File: src/rtl/wimax_pkg.sv
// Shared types, geometry constants and mode lookups for the multimode
// 802.16 OFDM bit interleaver.
package wimax_pkg;

  localparam int N_DATA_SC = 96;
  localparam int D         = 16;
  localparam int MAX_NCPC  = 6;
  localparam int MAX_NCBPS = N_DATA_SC * MAX_NCPC;

  // Widths: bit index within a block, row (k mod D), column (k / D).
  localparam int AW = $clog2(MAX_NCBPS);
  localparam int RW = $clog2(D);
  localparam int CW = $clog2(MAX_NCBPS / D);

  typedef enum logic [1:0] {
    QPSK  = 2'b00,
    QAM16 = 2'b01,
    QAM64 = 2'b10
  } mod_mode_t;

  typedef enum logic {W_IDLE, W_FILL}  wr_state_t;
  typedef enum logic {R_EMPTY, R_DRAIN} rd_state_t;

  // The reserved code 11 falls back to QPSK.
  function automatic mod_mode_t decode_mode(input logic [1:0] m);
    mod_mode_t mm;
    case (m)
      2'b01:   mm = QAM16;
      2'b10:   mm = QAM64;
      default: mm = QPSK;
    endcase
    return mm;
  endfunction

  // s = Ncpc / 2
  function automatic logic [1:0] s_of(input mod_mode_t m);
    logic [1:0] s;
    case (m)
      QAM16:   s = 2'd2;
      QAM64:   s = 2'd3;
      default: s = 2'd1;
    endcase
    return s;
  endfunction

  // Ncbps = N_DATA_SC * Ncpc = N_DATA_SC * 2 * s
  function automatic logic [AW-1:0] ncbps_of(input mod_mode_t m);
    return AW'(N_DATA_SC * 2 * int'(s_of(m)));
  endfunction

  // Number of columns, Ncbps / D
  function automatic logic [AW-1:0] cols_of(input mod_mode_t m);
    return AW'((N_DATA_SC * 2 * int'(s_of(m))) / D);
  endfunction

endpackage

File: src/rtl/interleaver_addr_gen.sv
// Combinational write-address generator: maps input index k (given as
// row r = k mod D and column c = k / D) to its permuted position jk.
// The mod-3 terms for 64-QAM come from small running counters, so no
// divider is needed on the full-width index.
module interleaver_addr_gen
  import wimax_pkg::*;
(
  input  logic [1:0]    mode,
  input  logic [RW-1:0] r,
  input  logic [CW-1:0] c,
  input  logic [1:0]    r_mod3,
  input  logic [1:0]    c_mod3,
  output logic [AW-1:0] jk
);

  mod_mode_t     mode_e;
  logic [AW-1:0] mk;
  logic [2:0]    diff3;

  assign mode_e = mod_mode_t'(mode);

  // First permutation, then the per-symbol rotation inside groups of s bits.
  // For s = 3 the column count (36) is a multiple of 3, so mk mod 3 equals
  // c mod 3 and (mk - r) mod 3 equals (c - r) mod 3.
  always_comb begin
    mk    = cols_of(mode_e) * AW'(r) + AW'(c);
    diff3 = (c_mod3 >= r_mod3) ? (3'(c_mod3) - 3'(r_mod3))
                               : (3'(c_mod3) + 3'd3 - 3'(r_mod3));
    jk    = mk;
    case (s_of(mode_e))
      2'd2:    jk = {mk[AW-1:1], mk[0] ^ r[0]};
      2'd3:    jk = mk - AW'(c_mod3) + AW'(diff3);
      default: jk = mk;
    endcase
  end

endmodule

File: src/rtl/interleaver_multimode.sv
// Ping-pong buffered multimode OFDM bit interleaver. One bank fills with
// permuted write addresses while the other drains sequentially toward the
// mapper. Each bank remembers the mode it was filled with, so consecutive
// blocks may use different constellations.
module interleaver_multimode
  import wimax_pkg::*;
(
  input  logic       clk,
  input  logic       reset,
  input  logic [1:0] mod_mode,
  input  logic       valid_fec,
  input  logic       data_in,
  output logic       ready_interleaver,
  output logic       valid_interleaver,
  output logic       data_out,
  input  logic       ready_mod,
  output logic       first_out,
  output logic       last_out,
  output logic [1:0] mode_out
);

  wr_state_t     wr_state_reg, wr_state_next;
  logic          wr_bank_reg, wr_bank_next;
  mod_mode_t     wr_mode_reg, wr_mode_next;
  logic [AW-1:0] wr_cnt_reg, wr_cnt_next;
  logic [RW-1:0] r_reg, r_next;
  logic [CW-1:0] c_reg, c_next;
  logic [1:0]    rm3_reg, rm3_next;
  logic [1:0]    cm3_reg, cm3_next;

  rd_state_t     rd_state_reg, rd_state_next;
  logic          rd_bank_reg, rd_bank_next;
  logic [AW-1:0] rd_ptr_reg, rd_ptr_next;

  logic [1:0]    full_reg, full_next;
  mod_mode_t     bank_mode_reg [2];

  mod_mode_t     eff_mode, rd_mode;
  logic          accept, emit, wr_last, rd_last;
  logic [AW-1:0] jk;
  logic [1:0]    rd_bit;

  // The mode is taken live from mod_mode for k = 0 and held afterwards.
  assign eff_mode          = (wr_state_reg == W_IDLE) ? decode_mode(mod_mode) : wr_mode_reg;
  assign ready_interleaver = ~full_reg[wr_bank_reg];
  assign accept            = valid_fec & ready_interleaver;
  assign wr_last           = (wr_cnt_reg == ncbps_of(eff_mode) - AW'(1));

  assign rd_mode           = bank_mode_reg[rd_bank_reg];
  assign valid_interleaver = (rd_state_reg == R_DRAIN);
  assign emit              = valid_interleaver & ready_mod;
  assign rd_last           = (rd_ptr_reg == ncbps_of(rd_mode) - AW'(1));

  assign data_out  = valid_interleaver & rd_bit[rd_bank_reg];
  assign first_out = valid_interleaver & (rd_ptr_reg == '0);
  assign last_out  = valid_interleaver & rd_last;
  assign mode_out  = valid_interleaver ? rd_mode : 2'b00;

  interleaver_addr_gen u_addr_gen (
    .mode   (eff_mode),
    .r      (r_reg),
    .c      (c_reg),
    .r_mod3 (rm3_reg),
    .c_mod3 (cm3_reg),
    .jk     (jk)
  );

  // Two 1-bit-wide banks; data is never reset, only the full flags are.
  genvar gi;
  generate
    for (gi = 0; gi < 2; gi++) begin : g_bank
      logic [MAX_NCBPS-1:0] mem_reg;

      // Store the accepted bit at its permuted address in this bank.
      always_ff @(posedge clk) begin
        if (accept && (wr_bank_reg == 1'(gi))) begin
          mem_reg[jk] <= data_in;
        end
      end

      assign rd_bit[gi] = mem_reg[rd_ptr_reg];
    end
  endgenerate

  // Write FSM: step row/column counters (and their mod-3 shadows) per accept.
  always_comb begin
    wr_state_next = wr_state_reg;
    wr_bank_next  = wr_bank_reg;
    wr_mode_next  = wr_mode_reg;
    wr_cnt_next   = wr_cnt_reg;
    r_next        = r_reg;
    c_next        = c_reg;
    rm3_next      = rm3_reg;
    cm3_next      = cm3_reg;
    if (accept) begin
      if (wr_last) begin
        wr_state_next = W_IDLE;
        wr_bank_next  = ~wr_bank_reg;
        wr_cnt_next   = '0;
        r_next        = '0;
        c_next        = '0;
        rm3_next      = '0;
        cm3_next      = '0;
      end else begin
        wr_state_next = W_FILL;
        wr_mode_next  = eff_mode;
        wr_cnt_next   = wr_cnt_reg + AW'(1);
        if (r_reg == RW'(D - 1)) begin
          r_next   = '0;
          rm3_next = '0;
          c_next   = c_reg + CW'(1);
          cm3_next = (cm3_reg == 2'd2) ? 2'd0 : cm3_reg + 2'd1;
        end else begin
          r_next   = r_reg + RW'(1);
          rm3_next = (rm3_reg == 2'd2) ? 2'd0 : rm3_reg + 2'd1;
        end
      end
    end
  end

  // Read FSM and bank ownership: a completed write sets a flag, the final
  // emit of a bank clears it; both may happen in the same cycle.
  always_comb begin
    full_next    = full_reg;
    rd_bank_next = rd_bank_reg;
    rd_ptr_next  = rd_ptr_reg;
    if (accept && wr_last) begin
      full_next[wr_bank_reg] = 1'b1;
    end
    if (emit) begin
      if (rd_last) begin
        full_next[rd_bank_reg] = 1'b0;
        rd_bank_next           = ~rd_bank_reg;
        rd_ptr_next            = '0;
      end else begin
        rd_ptr_next = rd_ptr_reg + AW'(1);
      end
    end
    rd_state_next = full_next[rd_bank_next] ? R_DRAIN : R_EMPTY;
  end

  // Write-side state register.
  always_ff @(posedge clk) begin
    if (reset) begin
      wr_state_reg <= W_IDLE;
      wr_bank_reg  <= 1'b0;
      wr_mode_reg  <= QPSK;
      wr_cnt_reg   <= '0;
      r_reg        <= '0;
      c_reg        <= '0;
      rm3_reg      <= '0;
      cm3_reg      <= '0;
    end else begin
      wr_state_reg <= wr_state_next;
      wr_bank_reg  <= wr_bank_next;
      wr_mode_reg  <= wr_mode_next;
      wr_cnt_reg   <= wr_cnt_next;
      r_reg        <= r_next;
      c_reg        <= c_next;
      rm3_reg      <= rm3_next;
      cm3_reg      <= cm3_next;
    end
  end

  // Read-side state register, full flags and the per-bank mode tags.
  always_ff @(posedge clk) begin
    if (reset) begin
      rd_state_reg     <= R_EMPTY;
      rd_bank_reg      <= 1'b0;
      rd_ptr_reg       <= '0;
      full_reg         <= '0;
      bank_mode_reg[0] <= QPSK;
      bank_mode_reg[1] <= QPSK;
    end else begin
      rd_state_reg <= rd_state_next;
      rd_bank_reg  <= rd_bank_next;
      rd_ptr_reg   <= rd_ptr_next;
      full_reg     <= full_next;
      if (accept && wr_last) begin
        bank_mode_reg[wr_bank_reg] <= eff_mode;
      end
    end
  end

endmodule
File: config.mk
export PLATFORM = sky130hd
export DESIGN_NAME = interleaver_multimode
export DESIGN_NICKNAME = d
export VERILOG_FILES = /design/src/rtl/wimax_pkg.sv /design/src/rtl/interleaver_addr_gen.sv /design/src/rtl/interleaver_multimode.sv
export SDC_FILE = /design/constraint.sdc
export NUM_CORES = 2
export LEC_CHECK = 0
export ABC_AREA = 1
export CAP_MARGIN = 10
export CORE_ASPECT_RATIO = 1.75
export CORE_UTILIZATION = 25
export DETAILED_ROUTE_END_ITERATION = 6
export GPL_ROUTABILITY_DRIVEN = 0
export SKIP_LAST_GASP = 1
export SYNTH_ARGS = -nofsm -noshare
export SYNTH_HDL_FRONTEND = slang
export SYNTH_HIERARCHICAL = 1
export SYNTH_SLANG_ARGS = --single-unit
File: constraint.sdc
create_clock -name clk -period 22.2 [get_ports clk]
set_input_delay 6.66 -clock clk [delete_from_list [all_inputs] [get_ports clk]]
set_output_delay 6.66 -clock clk [all_outputs]
set_load 0.01 [all_outputs]
==> results.json <==
{
  "hold_path_class": "flop to flop",
  "rows": 233,
  "synth_area_um2": 57800,
  "vias": 44400,
  "critPathKind": "input pin to flop",
  "post-route-period-util": 0.646,
  "grt_pass1_wl_um": 264000,
  "final_cell_mix": "nand2_1, nor3_1, edfxtp_1, nand3_1, nor2_1",
  "worstPathMaxFanout": 64,
  "ys_types": 52,
  "wl_per_cell_um": 20.2,
  "slew_viol_final": 0,
  "reg2reg_slack_ns": 13.91,
  "status": "finished, final reports clean",
  "synth-seq-cells": 1198,
  "fin_worst_skew_ns": 0.0562,
  "antenna_found_initial": 2,
  "fin_cells": 8764,
  "synth_edf_count": 1156,
  "fin_nets": 5683,
  "cp-end-kind": "flop",
  "grt.overflow.total": 0,
  "max_freq_ghz": 0.0697,
  "die_w_um": 365,
  "r2r_cells": 26,
  "tightestPinTransition_ns": 1.24,
  "cts_made_buffers": 99,
  "ys_seq_area_frac": 0.615,
  "root_buffer": "clkbuf_16",
  "drive_gt1_frac": 0.0603,
  "synthCells": 5997,
  "place_ws_ns": 7.14,
  "cts_tree": "done",
  "port_buffers": 13,
  "power.switching_mw": 1.09,
  "fp.dieH_um": 638,
  "clock_path_buffers": 3,
  "grt_max_degree": 276,
  "async_reset_ff_frac": 0,
  "viasPerCell": 5.06,
  "drt-initial-drc-count": 4192,
  "grt_use_total": 0.148,
  "cts.htree.levels": 3,
  "clk_pin_slew_ns": 0.07,
  "post_cts.repair.setup_buffers": 0,
  "layout_commonest_cell": "nand2_1",
  "p_seq_frac": 0.537,
  "cp.required_ns": 22.60,
  "pwr-share-clk": 0.407,
  "cp_slowest_cell": "nand2_2",
  "critPathLaunchType": "input pin",
  "rsz0062_at_grt": "false",
  "p_sw_frac": 0.236,
  "clkSinkCount": 1198,
  "core_um2": 230000,
  "setup_viol": 0,
  "min_period_ns": 14.35,
  "syn_avg_cell_area_um2": 9.63,
  "area_growth_pct": 10.1,
  "largest_reg_flops": 1152,
  "start_util": 0.251,
  "crit_top_cell": "inv_1",
  "dpl.hpwl_um": 93600,
  "relSlewSlack": 0.168,
  "yosys_warnings": 6,
  "maxCapViolations": 0,
  "tns_ns": 0,
  "cp.arrival_ns": 14.75,
  "finalPower_mw": 4.62,
  "hold_depth": 1,
  "dp_cells": 8574,
  "detail-route-antenna-nets": 0,
  "drtPass1Iterations": 6,
  "finalHoldViolCount": 0,
  "postCtsHoldBufs": 0,
  "drcViolationCount": 0,
  "fin_ws_ns": 7.85,
  "cpPeakStageDelay_ns": 0.94,
  "p_int_mw": 3.53,
  "syn-num-nets": 6058,
  "power_leakage_nw": 20.2,
  "die-area_um2": 233000,
  "pin_count": 14,
  "ys.flop_type": "edfxtp_1",
  "clk_latency_ns": 0.73,
  "p_comb_frac": 0.056,
  "cts-resized-gates": 0,
  "powerDensity_nw_per_um2": 72.6,
  "drt_wl_total_um": 177000,
  "grt_pass1_vias": 43500,
  "ir_drop_v": 0.0000612
}
[per-layer routing]
metal	global-route usage	vias to the layer above	part of all wire
li1	-	20200	-
met3	0.0171	460	0.059
met4	0.0906	2	0.065
met2	0.273	1641	0.52
met5	0	-	0.000074
met1	0.158	22000	0.36
[critical path, delay by kind of cell]
kind / cells / cell delay (ns)
compound gates: 4 / 0.97
simple gates: 10 / 3.15
xor+xnor: 1 / 0.23
buf+inv: 8 / 1.12
fa+ha+maj: 6 / 2.59
[power groups by stage]
stage,sequential (mW),clock [mW],combinational (mW)
2_1_floorplan,2.53,0,0.133
3_3_place_gp,2.53,0,0.247
3_5_place_dp,2.53,0,0.253
4_1_cts,2.48,1.90,0.253
5_1_grt,2.48,1.97,0.273
6_report,2.48,1.88,0.257
[area by class of cell]
cell class | instances | area, µm²
fillers | 23900 | 166000
flip-flops and latches | 1198 | 35600
multi-input cells | 4034 | 19100
well taps | 3055 | 3820
clock buffers | 115 | 2590
repair buffers | 107 | 966
clock inverters | 71 | 822
inverters | 182 | 709
diodes | 2 | 5.00
[synth_stat cells, types with 6 or more instances]
library cell  number  area share
o211ai_1          37      0.0048
buf_1             21      0.0014
o221ai_1           8      0.0012
o21ai_0          278       0.024
o22ai_1           34      0.0037
o31ai_1            8      0.0010
a21oi_1           68      0.0059
fa_1               9      0.0031
inv_1            172       0.011
buf_6             14      0.0027
clkbuf_1         368       0.024
buf_4             43      0.0056
nand3_1          562       0.049
o21ai_1           11     0.00095
or2_2              6     0.00065
nor3_1          1174        0.10
nand2_1         1248       0.081
nand4_1            9     0.00097
inv_2              7     0.00045
buf_2            136       0.012
dfxtp_1           42       0.015
edfxtp_1        1156        0.60
nor2_1           473       0.031
ha_1              45      0.0097
xor2_1            15      0.0023
[through the flow]
stage               area, µm²  hold WS (ns)  utilization
CTS                     63500         0.501        0.276
finish                  63600         0.492        0.276
floorplan               57800         0.428            -
detailed placement      60100         0.484        0.261
global placement        60100         0.469        0.261
global route            63600         0.522        0.276
[final timing paths]
path / start / end
worst max register to register: wr_state_reg / g_bank[1].mem_reg[443]
worst min-delay path: c_reg[5] / c_reg[5]
worst min register to register: c_reg[5] / c_reg[5]
worst max-delay path: mod_mode[1] / g_bank[1].mem_reg[443]
[cell families (layout without fill, tap and decap cells)]
logic type                 count (synthesis)  after routing  share of synthesized area
and+or+nand+nor                         3497           3497                      0.267
DFF                                     1198           1198                      0.615
buffers and inverters                    765            475                     0.0573
AOI/OAI and AO/OA                        466            466                     0.0447
adders and majority gates                 54             54                     0.0129
xor gates and xnor gates                  17             17                    0.00258
other                                      0              2                          0
Note: power is estimated with default switching activity, not from simulation.
